===== config.mk =====
export PLATFORM = sky130hd
export DESIGN_NAME = capture_ctrl_flat
export DESIGN_NICKNAME = d
export VERILOG_FILES = /design/src/rtl/capture_if.sv /design/src/rtl/capture_ctrl.sv /design/src/flat_wrapper.sv
export SDC_FILE = /design/constraint.sdc
export NUM_CORES = 1
export LEC_CHECK = 0
export ABC_AREA = 1
export BUFFER_PORTS_ARGS = -buffer_cell sky130_fd_sc_hd__buf_2
export CELL_PAD_IN_SITES_DETAIL_PLACEMENT = 0
export CELL_PAD_IN_SITES_GLOBAL_PLACEMENT = 1
export CORE_MARGIN = 2
export CORE_UTILIZATION = 37
export DETAILED_ROUTE_END_ITERATION = 7
export PLACE_DENSITY_LB_ADDON = 0.15
export SETUP_SLACK_MARGIN = 0.2
export SLEW_MARGIN = 5
export SYNTH_ARGS = -nofsm -noshare
export SYNTH_HDL_FRONTEND = slang
export SYNTH_SLANG_ARGS = --single-unit
export TNS_END_PERCENT = 10

===== constraint.sdc =====
create_clock -name clk_i -period 2.75 [get_ports clk_i]
set_input_delay 0.6875 -clock clk_i [delete_from_list [all_inputs] [get_ports clk_i]]
set_output_delay 0.6875 -clock clk_i [all_outputs]
set_load 0.02 [all_outputs]

===== src/rtl/capture_if.sv =====
// Sample-RAM and readout bus of the capture sequencer.
// master = capture_ctrl side, slave = the sample source, the RAM and the readout consumer.
interface capture_if #(
  parameter int DATA_SIZE = 12,
  parameter int ADDR_SIZE = 8
);
  logic                 sample_valid_i;
  logic [DATA_SIZE-1:0] sample_data_i;
  logic                 w_en_o;
  logic [ADDR_SIZE-1:0] w_addr_o;
  logic [DATA_SIZE-1:0] w_data_o;
  logic [ADDR_SIZE-1:0] r_addr_o;
  logic [DATA_SIZE-1:0] r_data_i;
  logic                 rd_valid_o;
  logic [DATA_SIZE-1:0] rd_data_o;
  logic                 rd_last_o;
  logic                 rd_ready_i;

  // Readout handshake: a beat transfers on a cycle with rd_valid_o & rd_ready_i.
  // While rd_valid_o is high and the beat has not transferred, data/last/address are held stable.
  modport master (
    input  sample_valid_i, sample_data_i, r_data_i, rd_ready_i,
    output w_en_o, w_addr_o, w_data_o, r_addr_o, rd_valid_o, rd_data_o, rd_last_o
  );

  modport slave (
    output sample_valid_i, sample_data_i, r_data_i, rd_ready_i,
    input  w_en_o, w_addr_o, w_data_o, r_addr_o, rd_valid_o, rd_data_o, rd_last_o
  );
endinterface


===== src/rtl/capture_ctrl.sv =====
// Trigger/capture sequencer: circular pre-trigger buffering into the sample RAM,
// level-crossing or forced trigger, post-trigger collection, then one record streamed out.
module capture_ctrl #(
  parameter int DATA_SIZE = 12,
  parameter int ADDR_SIZE = 8
) (
  input  logic                 clk_i,
  input  logic                 rst_i,
  capture_if.master            bus,
  input  logic                 arm_i,
  input  logic                 abort_i,
  input  logic                 force_i,
  input  logic [ADDR_SIZE-1:0] pretrig_i,
  input  logic [DATA_SIZE-1:0] trig_level_i,
  input  logic                 trig_rising_i,
  output logic                 busy_o,
  output logic                 triggered_o,
  output logic [2:0]           state_o
);

  localparam logic [2:0] IDLE    = 3'd0;
  localparam logic [2:0] FILL    = 3'd1;
  localparam logic [2:0] ARMED   = 3'd2;
  localparam logic [2:0] POST    = 3'd3;
  localparam logic [2:0] READOUT = 3'd4;

  localparam logic [ADDR_SIZE-1:0] A_ONE   = ADDR_SIZE'(1);
  localparam logic [ADDR_SIZE-1:0] A_MAX   = {ADDR_SIZE{1'b1}};
  localparam logic [ADDR_SIZE:0]   R_ONE   = (ADDR_SIZE + 1)'(1);
  localparam logic [ADDR_SIZE:0]   REC_LEN = {1'b1, {ADDR_SIZE{1'b0}}};

  logic [2:0]           state;
  logic [ADDR_SIZE-1:0] wr_ptr, rd_ptr, trig_addr;
  logic [ADDR_SIZE-1:0] pre_cnt, post_cnt;
  logic [ADDR_SIZE:0]   remaining;
  logic [ADDR_SIZE-1:0] cfg_p;
  logic [DATA_SIZE-1:0] cfg_level;
  logic                 cfg_rising;
  logic [DATA_SIZE-1:0] prev_sample;
  logic                 prev_ok;
  logic                 force_pend;
  logic                 triggered;

  logic                 wr_fire;
  logic                 rd_valid;
  logic                 xfer;
  logic                 crossing;
  logic                 trig_hit;
  logic [ADDR_SIZE-1:0] post_init;
  logic [ADDR_SIZE-1:0] pre_next;

  assign wr_fire = bus.sample_valid_i & ~abort_i &
                   ((state == FILL) | (state == ARMED) | (state == POST));
  assign rd_valid = (state == READOUT) & ~abort_i;
  assign xfer     = rd_valid & bus.rd_ready_i;

  assign bus.w_en_o     = wr_fire;
  assign bus.w_addr_o   = wr_ptr;
  assign bus.w_data_o   = wr_fire ? bus.sample_data_i : '0;
  assign bus.r_addr_o   = rd_ptr;
  assign bus.rd_valid_o = rd_valid;
  assign bus.rd_data_o  = rd_valid ? bus.r_data_i : '0;
  assign bus.rd_last_o  = rd_valid & (remaining == R_ONE);

  assign busy_o      = (state != IDLE);
  assign triggered_o = triggered;
  assign state_o     = state;

  // Crossing compares against the previous written sample, so it is meaningful only once prev_ok is set.
  assign crossing = cfg_rising ?
                    ((prev_sample < cfg_level) && (bus.sample_data_i >= cfg_level)) :
                    ((prev_sample > cfg_level) && (bus.sample_data_i <= cfg_level));
  assign trig_hit  = (state == ARMED) & wr_fire & (force_i | force_pend | (prev_ok & crossing));
  assign post_init = A_MAX - cfg_p;
  assign pre_next  = pre_cnt + A_ONE;

  always_ff @(posedge clk_i or posedge rst_i) begin
    if (rst_i) begin
      state       <= IDLE;
      wr_ptr      <= '0;
      rd_ptr      <= '0;
      trig_addr   <= '0;
      pre_cnt     <= '0;
      post_cnt    <= '0;
      remaining   <= '0;
      cfg_p       <= '0;
      cfg_level   <= '0;
      cfg_rising  <= 1'b0;
      prev_sample <= '0;
      prev_ok     <= 1'b0;
      force_pend  <= 1'b0;
      triggered   <= 1'b0;
    end else begin
      if (wr_fire) begin
        wr_ptr      <= wr_ptr + A_ONE;
        prev_sample <= bus.sample_data_i;
        prev_ok     <= 1'b1;
      end

      if (abort_i) begin
        state      <= IDLE;
        triggered  <= 1'b0;
        force_pend <= 1'b0;
      end else begin
        case (state)
          IDLE: begin
            if (arm_i) begin
              cfg_p      <= pretrig_i;
              cfg_level  <= trig_level_i;
              cfg_rising <= trig_rising_i;
              triggered  <= 1'b0;
              pre_cnt    <= '0;
              prev_ok    <= 1'b0;
              force_pend <= 1'b0;
              state      <= (pretrig_i != '0) ? FILL : ARMED;
            end
          end
          FILL: begin
            if (wr_fire) begin
              pre_cnt <= pre_next;
              if (pre_next == cfg_p) state <= ARMED;
            end
          end
          ARMED: begin
            if (trig_hit) begin
              trig_addr  <= wr_ptr;
              triggered  <= 1'b1;
              force_pend <= 1'b0;
              post_cnt   <= post_init;
              if (post_init == '0) begin
                // With P = N-1 the trigger sample closes the record: start readout right away.
                rd_ptr    <= wr_ptr - cfg_p;
                remaining <= REC_LEN;
                state     <= READOUT;
              end else begin
                state <= POST;
              end
            end else if (force_i) begin
              force_pend <= 1'b1;
            end
          end
          POST: begin
            if (wr_fire) begin
              post_cnt <= post_cnt - A_ONE;
              if (post_cnt == A_ONE) begin
                rd_ptr    <= trig_addr - cfg_p;
                remaining <= REC_LEN;
                state     <= READOUT;
              end
            end
          end
          READOUT: begin
            if (xfer) begin
              rd_ptr    <= rd_ptr + A_ONE;
              remaining <= remaining - R_ONE;
              if (remaining == R_ONE) state <= IDLE;
            end
          end
          default: state <= IDLE;
        endcase
      end
    end
  end

endmodule


===== src/flat_wrapper.sv =====
// flat-port wrapper written by rule: the top's interface ports become plain ports
module capture_ctrl_flat 
#(
  parameter int DATA_SIZE = 12,
  parameter int ADDR_SIZE = 8
)
  (clk_i, rst_i, arm_i, abort_i, force_i, pretrig_i, trig_level_i, trig_rising_i, busy_o, triggered_o, state_o, bus_sample_valid_i, bus_sample_data_i, bus_r_data_i, bus_rd_ready_i, bus_w_en_o, bus_w_addr_o, bus_w_data_o, bus_r_addr_o, bus_rd_valid_o, bus_rd_data_o, bus_rd_last_o);
  capture_if #(.DATA_SIZE(DATA_SIZE), .ADDR_SIZE(ADDR_SIZE)) bus_i ();
  input  logic clk_i;
  input  logic rst_i;
  input  logic arm_i;
  input  logic abort_i;
  input  logic force_i;
  input  logic [ADDR_SIZE-1:0] pretrig_i;
  input  logic [DATA_SIZE-1:0] trig_level_i;
  input  logic trig_rising_i;
  output logic busy_o;
  output logic triggered_o;
  output logic [2:0] state_o;
  input wire logic [$bits(bus_i.sample_valid_i)-1:0] bus_sample_valid_i;
  input wire logic [$bits(bus_i.sample_data_i)-1:0] bus_sample_data_i;
  input wire logic [$bits(bus_i.r_data_i)-1:0] bus_r_data_i;
  input wire logic [$bits(bus_i.rd_ready_i)-1:0] bus_rd_ready_i;
  output wire logic [$bits(bus_i.w_en_o)-1:0] bus_w_en_o;
  output wire logic [$bits(bus_i.w_addr_o)-1:0] bus_w_addr_o;
  output wire logic [$bits(bus_i.w_data_o)-1:0] bus_w_data_o;
  output wire logic [$bits(bus_i.r_addr_o)-1:0] bus_r_addr_o;
  output wire logic [$bits(bus_i.rd_valid_o)-1:0] bus_rd_valid_o;
  output wire logic [$bits(bus_i.rd_data_o)-1:0] bus_rd_data_o;
  output wire logic [$bits(bus_i.rd_last_o)-1:0] bus_rd_last_o;
  assign bus_i.sample_valid_i = bus_sample_valid_i;
  assign bus_i.sample_data_i = bus_sample_data_i;
  assign bus_i.r_data_i = bus_r_data_i;
  assign bus_i.rd_ready_i = bus_rd_ready_i;
  assign bus_w_en_o = bus_i.w_en_o;
  assign bus_w_addr_o = bus_i.w_addr_o;
  assign bus_w_data_o = bus_i.w_data_o;
  assign bus_r_addr_o = bus_i.r_addr_o;
  assign bus_rd_valid_o = bus_i.rd_valid_o;
  assign bus_rd_data_o = bus_i.rd_data_o;
  assign bus_rd_last_o = bus_i.rd_last_o;
  capture_ctrl #(.DATA_SIZE(DATA_SIZE), .ADDR_SIZE(ADDR_SIZE)) u_core (.clk_i(clk_i), .rst_i(rst_i), .bus(bus_i), .arm_i(arm_i), .abort_i(abort_i), .force_i(force_i), .pretrig_i(pretrig_i), .trig_level_i(trig_level_i), .trig_rising_i(trig_rising_i), .busy_o(busy_o), .triggered_o(triggered_o), .state_o(state_o));
endmodule

Word level (Yosys, flattened, before mapping)
Index checks and enable logic that the tools add are counted.
W data, S select, Z words.
{"block": "totals", "regBits": 88, "in_bits": 52, "output_inout_bits": 48, "elab_cells": 125}
{"block": "classes", "addsub": 8, "order_cmp": 4, "eq_ne": 23, "muxes": 45, "bitwise_logic": 13, "n_reduce_logical": 18}
{"operator": "$mux W8", "n": 9}
{"operator": "$mux W9", "n": 5}
{"operator": "$pmux W8 S2", "n": 2}
{"operator": "$mux W3", "n": 10}
{"operator": "$pmux W9 S3", "n": 1}
{"operator": "$add A8 B1 Y8 const B", "n": 3}
{"operator": "$mux W12", "n": 2}
{"operator": "$pmux W8 S3", "n": 1}
{"operator": "$sub A8 B8 Y8", "n": 2}
{"operator": "$pmux W3 S5", "n": 1}
{"operator": "$ge A12 B12 Y1", "n": 1}
{"operator": "$gt A12 B12 Y1", "n": 1}
{"operator": "$le A12 B12 Y1", "n": 1}
{"operator": "$lt A12 B12 Y1", "n": 1}
{"operator": "$ne A3 B2 Y1 const B", "n": 4}
{"operator": "$ne A3 B3 Y1 const B", "n": 4}
{"operator": "$reduce_and A3 Y1", "n": 4}
{"operator": "$mux W1", "n": 11}
{"operator": "$eq A9 B1 Y1 const B", "n": 1}
{"operator": "$reduce_bool A3 Y1", "n": 3}
{"operator": "$sub A9 B1 Y9 const B", "n": 1}
{"operator": "$and A1 B1 Y1", "n": 8}
{"operator": "$eq A8 B1 Y1 const B", "n": 1}
{"operator": "$eq A8 B8 Y1", "n": 1}
{"operator": "other kinds (20)", "n": 33}

Longest topological paths before layout
Gate-level depths: netlist of the first run.
{"block": "depth", "depth_word": 9, "ltp_mapped": 20, "depth_no_buf": 19}

Worst setup path before layout of the first run
Ideal clock, no wire load.
{"block": "synth_timing", "path_kind": "flip-flop to flip-flop", "from": "register u_core.state[2], in the netlist u_core.state_o[2]", "to": "register u_core.rd_ptr[6], in the netlist u_core.bus.r_addr_o[6]", "t_arrival_ps": 2779, "required_ps": 2633, "path_slack_ps": -146, "path_stages_with_launch": 20, "n_path_buf": 2, "path_cell_list": "dfrtp_1 -> inv_1 -> nand3_1 -> inv_2 -> clkbuf_1 -> clkbuf_1 -> o21ai_0 -> fa_1 -> nand2_1 -> nand2_1 -> a21oi_1 -> nor2_1 -> nor2_1 -> nor2_1 -> nor2_1 -> nand2_1 -> nand3_1 -> o21ai_0 -> nand3_1 -> nand2_1"}
{"block": "synth_via", "elab_chain_cells": 8, "elab_cells_between_ends": 19}
{"item": "from (decl)", "line_no": "capture_ctrl.sv:32", "source": "logic [2:0] state;"}
{"item": "from (signal assigned)", "line_no": "capture_ctrl.sv:115", "source": "state <= (pretrig_i != '0) ? FILL : ARMED;"}
{"item": "$eq A3 B1 Y1 or $eq A3 B2 Y1 (tied branches)", "line_no": "capture_ctrl.sv:53, capture_ctrl.sv:73, capture_ctrl.sv:105"}
{"item": "$or A1 B1 Y1 (2 in series)", "line_no": "capture_ctrl.sv:53", "source": "((state == FILL) | (state == ARMED) | (state == POST));"}
{"item": "$and A1 B1 Y1", "line_no": "capture_ctrl.sv:52", "source": "assign wr_fire = bus.sample_valid_i & ~abort_i &"}
{"item": "$and A1 B1 Y1 (2 in series)", "line_no": "capture_ctrl.sv:73", "source": "assign trig_hit = (state == ARMED) & wr_fire & (force_i | force_pend | (prev_ok & crossing));"}
{"item": "$ne A2 B1 Y1 (no source line)"}
{"item": "$reduce_and A7 Y1 (no source line)"}
{"item": "to (signal assigned)", "line_no": "capture_ctrl.sv:132", "source": "rd_ptr <= wr_ptr - cfg_p;"}
{"item": "to (signal assigned)", "line_no": "capture_ctrl.sv:146", "source": "rd_ptr <= trig_addr - cfg_p;"}
{"item": "to (signal assigned)", "line_no": "capture_ctrl.sv:154", "source": "rd_ptr <= rd_ptr + A_ONE;"}
{"item": "to (decl)", "line_no": "capture_ctrl.sv:33", "source": "logic [ADDR_SIZE-1:0] wr_ptr, rd_ptr, trig_addr;"}
Parallel ways exist; a longest one is shown, timed or not.
A chain may end at the register's enable or synchronous reset.

Worst setup path in the final report of the first run
{"block": "layout_timing", "from": "register u_core.state[1], in the netlist u_core.state_o[1]", "to": "output port bus_w_en_o"}
{"block": "layout_via", "elab_chain_cells": 4, "elab_cells_between_ends": 6}
{"item": "$eq A3 B1 Y1 or $eq A3 B2 Y1 (tied branches)", "line_no": "capture_ctrl.sv:53"}
{"item": "$or A1 B1 Y1", "line_no": "capture_ctrl.sv:53"}
{"item": "$or A1 B1 Y1 *", "line_no": "capture_ctrl.sv:53"}
{"item": "$and A1 B1 Y1 *", "line_no": "capture_ctrl.sv:52"}
{"item": "to (decl)", "line_no": "flat_wrapper.sv:24", "source": "output wire logic [$bits(bus_i.w_en_o)-1:0] bus_w_en_o;"}
Every way passes the cells marked *; elsewhere a longest branch is shown, timed or not.

==> flow_summary.yaml, run 1 <==
clock_tree:
  cts.path.max_buffers: 2
  clk_latency_ns: 0.35
  htree_levels: 3
  cts_tree: "built"
  post_cts_buffers: 0
  cts-buffers-inserted: 9
  cts_sinks: 88
  cts-root-buf: "clkbuf_16"
  path_clk_slew_ns: 0.07
  cts_hold_buf: 0
detailed_routing:
  totalWireLength_mm: 15.1
  vias: 5283
  wire_per_inst_um: 14.0
  drc: 0
  drtIter0Drc: 311
  first_pass_iters: 5
  antenna_left: 0
  post_drt_via_cell_ratio: 4.88
yosys:
  ys.flop_type: "dfrtp_1"
  syn_nets: 871
  syn-instance-count: 780
  ys_top_cells_by_area: "dfrtp_1 (39%), nand2_1 (14%), ha_1 (8.3%)"
  synth-seq-area-share: 0.385
  synth-edff-count: 0
  syn_area_mm2: 0.00571
  yosys.area.top_type_share: 0.385
  yosysTopAreaCell: "dfrtp_1"
  ys_top_cells_by_count: "nand2_1 (212), inv_1 (116), dfrtp_1 (88)"
  async_flop_share: 1.00
  yosys_warnings: 0
  syn_avg_cell_area_um2: 7.32
  synth.most_common_cell: "nand2_1"
  synth-seq-cells: 88
  synth_cell_types: 47
run:
  cap_violations: 0
timing:
  finalSetupTns_ns: 0
  fin_ws_ns: 0.208
  drv_slew: 0
  finalCritPeriodShare: 0.924
  final_hold_viol_count: 0
  skew_ns: 0.00989
  post-route-min-period_ns: 2.54
  grt_setup_unrepaired: "yes"
  max_freq_ghz: 0.393
  setup_violations: 0
  fin_hold_ws_ns: 0.385
  slew_headroom: 0.596
  tightest_slew_ns: 0.606
placed_design:
  dpl.cell_count: 1066
  routabilityCongestion: 0.860
  hpwl_mm: 11.4
  port_buffers: 99
  pre_cts_ws_ns: 0.0396
  dpl_cell_area_mm2: 0.00652
floorplanning:
  rows: 45
  coreArea_mm2: 0.0151
  ioPinCount: 100
  dieWidth_um: 128
  dieArea_mm2: 0.0165
  die_y_um: 128
  initial_core_util: 0.377
power:
  p_leak_nw: 3.77
  cellPowerDensity_mw_per_mm2: 1030
  internal_power_w: 0.00399
  peakVddDrop_mv: 0.399
  clockPowerShare: 0.190
  sw_frac_of_total: 0.442
  share_seq_of_total_power: 0.300
  power.switching_w: 0.00316
  pwr-share-comb: 0.509
final_layout:
  finalInstanceArea_mm2: 0.00695
  antenna_cells: 0
  syn2layout_area_growth_pct: 21.6
  fin_cells: 1082
  drive_above_1_share: 0.180
  layout.nets: 981
worst_setup_path:
  required_ns: 2.06
  cp-start-kind: "flop"
  critical_path.max_fanout: 20
  path_class: "flop to primary output"
  cp_data_arrival_time_ns: 1.85
  end_kind: "primary output"
  reg2reg_depth: 17
global_route:
  grt-ovfl-total: 0
  grt_use_total: 0.193
  grt_pass1_wl_mm: 25.1
  grt_start_max_net_pins: 45
  antenna_found_initial: 0
  grt_pass1_vias: 5144
hold_path:
  hp-class: "input pin to asynchronous set/reset pin"
outcome:
  status: "finished, final reports clean"
[layout make-up]
type,count,area [µm²]
Fill cell,1527,8200
Multi-Input combinational cell,552,3040
Sequential cell,88,2200
Timing Repair Buffer,119,692
Inverter,120,457
Clock buffer,12,256
Tap cell,188,235
Clock inverter,3,65.1
[worst paths after layout]
kind | start | to | slack (ns)
max in group asynchronous | rst_i | u_core.remaining[0] | 1.66
min | rst_i | u_core.pre_cnt[0] | 0.39
max | u_core.state_o[1] | bus_w_en_o | 0.21
min reg2reg | u_core.trig_addr[7] | u_core.trig_addr[7] | 0.49
max reg2reg | u_core.state_o[2] | u_core.bus.r_addr_o[5] | 0.33
min in group clk_i | u_core.trig_addr[7] | u_core.trig_addr[7] | 0.49
[state kept, by name, indices dropped and copies added (netlist names)]
name	count
u_core.cfg_level	12
u_core.force_pend	1
u_core.state_o	3
u_core.pre_cnt	8
u_core.trig_addr	8
u_core.bus.r_addr_o	8
u_core.cfg_p	8
u_core.cfg_rising	1
u_core.post_cnt	8
u_core.triggered_o	1
u_core.bus.w_addr_o	8
u_core.prev_sample	12
u_core.remaining	9
u_core.prev_ok	1
[worst max-delay path, stage by stage, from the launching register on]
cell	delay (ns)
dfrtp_1	0.41
buf_4	0.18
nor2_4	0.20
inv_1	0.14
nand3_4	0.12
buf_12	0.17
inv_2	0.11
buf_2	0.18
[power by group through the flow]
| stage | combinational [W] | clock, W | sequential, W |
|---|---|---|---|
| after floorplan | 0.00247 | 0 | 0.00222 |
| after global placement | 0.00351 | 0 | 0.00214 |
| after detailed placement | 0.00355 | 0 | 0.00216 |
| after CTS | 0.00359 | 0.00140 | 0.00214 |
| after global routing | 0.00421 | 0.00143 | 0.00223 |
| final | 0.00364 | 0.00136 | 0.00215 |
[layout by cell type, fill, tap and decap left out, types with 3 or more instances in the layout]
cell type / n
buf_2: 99
nand2_8: 3
nor3_1: 9
or2_2: 3
ha_1: 38
clkbuf_16: 10
a21oi_1: 26
a31oi_1: 5
nand3_1: 50
inv_1: 114
dfrtp_1: 88
nand2_2: 3
o21ai_1: 6
nor2_1: 72
nor4_1: 3
o31ai_1: 3
nor2_4: 4
o21ai_0: 58
nand2_1: 210
o22ai_1: 7
xnor2_1: 4
buf_4: 16
xor2_1: 15
inv_2: 3
nand4_1: 8
[through the flow]
step,total power (W),util
6_report,0.00715,0.459
3_5_place_dp,0.00571,0.430
4_1_cts,0.00713,0.452
3_3_place_gp,0.00565,0.430
2_1_floorplan,0.00470,-
5_1_grt,0.00786,0.459
[what timing repair did]
action / 4_1_cts / 5_1_grt
gates cloned: 0 / 1
resized for setup: 3 / 19
endpoints found under the setup margin: 2 / 33
pin swaps: 0 / 4
[per-layer routing]
metal	track usage	vias up	wire (µm)
met3	0.0250	15	426
met1	0.266	2458	7440
li1	-	2718	-
met4	0.0711	0	237
met5	0	-	0
met2	0.309	92	7010
[logic make-up (layout without fill, tap and decap cells)]
kind of cell,count (synthesis),in the layout,synth area share
fa+ha+maj,39,39,0.0867
mux,1,1,0.00175
buf+inv,140,254,0.0968
compound gates,120,120,0.120
xor+xnor,20,20,0.0331
flops,88,88,0.385
simple gates,372,372,0.277
Note: power is estimated with default switching activity, not from simulation.
==> inputs of run 2 (changes only) <==
--- a/config.mk
+++ b/config.mk
@@ -10,7 +10,7 @@
 export CELL_PAD_IN_SITES_DETAIL_PLACEMENT = 0
 export CELL_PAD_IN_SITES_GLOBAL_PLACEMENT = 1
 export CORE_MARGIN = 2
-export CORE_UTILIZATION = 37
+export CORE_UTILIZATION = 35
 export DETAILED_ROUTE_END_ITERATION = 7
 export PLACE_DENSITY_LB_ADDON = 0.15
 export SETUP_SLACK_MARGIN = 0.2
==> run 2 against run 1 <==
Net effect:
- die area is 5.5% higher
- cell count grew 3.1%
- non-clock buffer count grew 4
- total power decreased by 0.23%
- first-iteration DRC count is 22% lower
- sequential power about the same
- worst hold slack worse by 0.069 ns
- worst setup slack worse by 0.049 ns
- critical path depth is the same
- clock skew is 0.0015 ns higher
- sequential cell count unchanged
- fmax is 1.9% lower
==> flow_summary.yaml, run 2 (synthesis results as in run 1) <==
worst_setup_path:
  r2r-start: "u_core.state_o[2]"
  crit_start: "u_core.state_o[1]"
  path_class: "flop to primary output"
  reg2reg_depth: 18
  cp_data_arrival_time_ns: 1.90
  critical_path.max_fanout: 20
  cp-start-kind: "flop"
  end_kind: "primary output"
  reg2reg_to: "u_core.bus.r_addr_o[6]"
  required_ns: 2.06
  r2r_slack_ns: 0.35
clock_tree:
  cts-buffers-inserted: 9
  clk_latency_ns: 0.35
  htree_levels: 3
  cts.path.max_buffers: 2
  cts_tree: "built"
  cts-root-buf: "clkbuf_16"
  cts_sinks: 88
  path_clk_slew_ns: 0.07
floorplanning:
  coreArea_mm2: 0.0159
  dieArea_mm2: 0.0174
  die_y_um: 132
  initial_core_util: 0.358
  dieWidth_um: 132
  rows: 46
  ioPinCount: 100
final_layout:
  layout.nets: 985
  finalInstanceArea_mm2: 0.00700
  syn2layout_area_growth_pct: 22.6
  post-route-util: 0.439
  final_common_cell: "nand2_1"
  top_regs: "u_core.cfg_level: 12 flops, u_core.prev_sample: 12 flops, u_core.remaining: 9 flops"
  drive_above_1_share: 0.184
  final_cell_mix: "nand2_1 (211), inv_1 (115), buf_2 (99), dfrtp_1 (88), nor2_1 (71)"
timing:
  setup_violations: 0
  skew_ns: 0.0114
  post-route-min-period_ns: 2.59
  tightest_slew_ns: 0.662
  drv_slew: 0
  finalCritPeriodShare: 0.942
  fin_ws_ns: 0.159
  max_freq_ghz: 0.386
  finalSetupTns_ns: 0
  grt_setup_unrepaired: "yes"
  slew_headroom: 0.559
  final_hold_viol_count: 0
detailed_routing:
  wire_per_inst_um: 14.2
  drtIter0Drc: 244
  vias: 5380
  post_drt_via_cell_ratio: 4.82
  antenna_left: 0
  drc: 0
  first_pass_iters: 5
  totalWireLength_mm: 15.9
outcome:
  status: "finished, final reports clean"
global_route:
  grt_pass1_wl_mm: 26.0
  grt_start_max_net_pins: 48
  grt_pass1_vias: 5185
  antenna_found_initial: 1
  grt-ovfl-total: 0
  grt_use_total: 0.185
power:
  share_seq_of_total_power: 0.300
  internal_power_w: 0.00391
  p_leak_nw: 3.77
  sw_frac_of_total: 0.452
  peakVddDrop_mv: 0.423
  clockPowerShare: 0.184
  finalPower_w: 0.00713
  pwr-share-comb: 0.516
  power.switching_w: 0.00322
  cellPowerDensity_mw_per_mm2: 1020
placed_design:
  pre_cts_ws_ns: 0.0517
  dpl_cell_area_mm2: 0.00658
  routabilityCongestion: 0.846
  port_buffers: 99
  hpwl_mm: 11.8
hold_path:
  hp-class: "input pin to asynchronous set/reset pin"
run:
  cap_violations: 0
==> run 2: changes by cell type in the layout (fill, tap and decap cells not counted), moves of 2 or more <==
cell        delta
buf_4          +4
clkinvlp_4     +2
inv_2          -2
inv_6          +2
nor2_2         +2
o21ai_0        +2
==> run 2: critical path, cell delays in order (launching register included) <==
cell,delay [ns]
dfrtp_1,0.42
buf_4,0.19
nor2_4,0.07
inv_1,0.16
nand3_4,0.14
buf_12,0.19
inv_2,0.18
buf_2,0.20
==> run 2: repair_timing <==
action | in CTS | in global routing
setup buffers | 0 | 1
hold buffers | 0 | 0
pin swaps | 0 | 2
gates cloned | 0 | 1
gates resized for setup | 1 | 16
endpoints found under the setup margin | 1 | 40
==> run 2: final cells by class <==
class	instances	area [µm²]
diodes	1	2.50
clock buffers	11	253
clock inverters	5	62.6
fillers	1666	8940
inverters	120	459
multi-input cells	552	3030
flip-flops and latches	88	2200
well taps	216	270
repair buffers	123	722
==> run 2: how the worst max path moves through the flow <==
stage                             end  slack (ns)  cells after the start
3_5_place_dp       u_core.post_cnt[3]        0.05                     16
6_report                   bus_w_en_o        0.16                      7
3_3_place_gp       u_core.post_cnt[1]        0.09                     17
2_1_floorplan  u_core.bus.r_addr_o[6]       -0.15                     19
5_1_grt                    bus_w_en_o        0.08                      7
4_1_cts                    bus_w_en_o        0.20                      7
==> run 2: power by group through the flow <==
stage	Combinational [W]	Clock, W	Sequential (W)
final	0.00368	0.00131	0.00214
after global routing	0.00423	0.00140	0.00222
after CTS	0.00363	0.00135	0.00214
after detailed placement	0.00360	0	0.00216
after global placement	0.00355	0	0.00215
after floorplan	0.00247	0	0.00222
==> run 2: per-layer routing <==
metal / up-vias / share of wire / track usage
li1: 2732 / - / -
met1: 2546 / 0.47 / 0.250
met2: 88 / 0.48 / 0.305
met3: 14 / 0.032 / 0.0277
met4: 0 / 0.016 / 0.0610
met5: - / 0 / 0
==> run 2: per-stage QoR <==
step           hold WS [ns]  cells
4_1_cts               0.322   1113
3_3_place_gp          0.464   1097
2_1_floorplan         0.442    780
6_report              0.317   1116
3_5_place_dp          0.472   1097
5_1_grt               0.334   1115
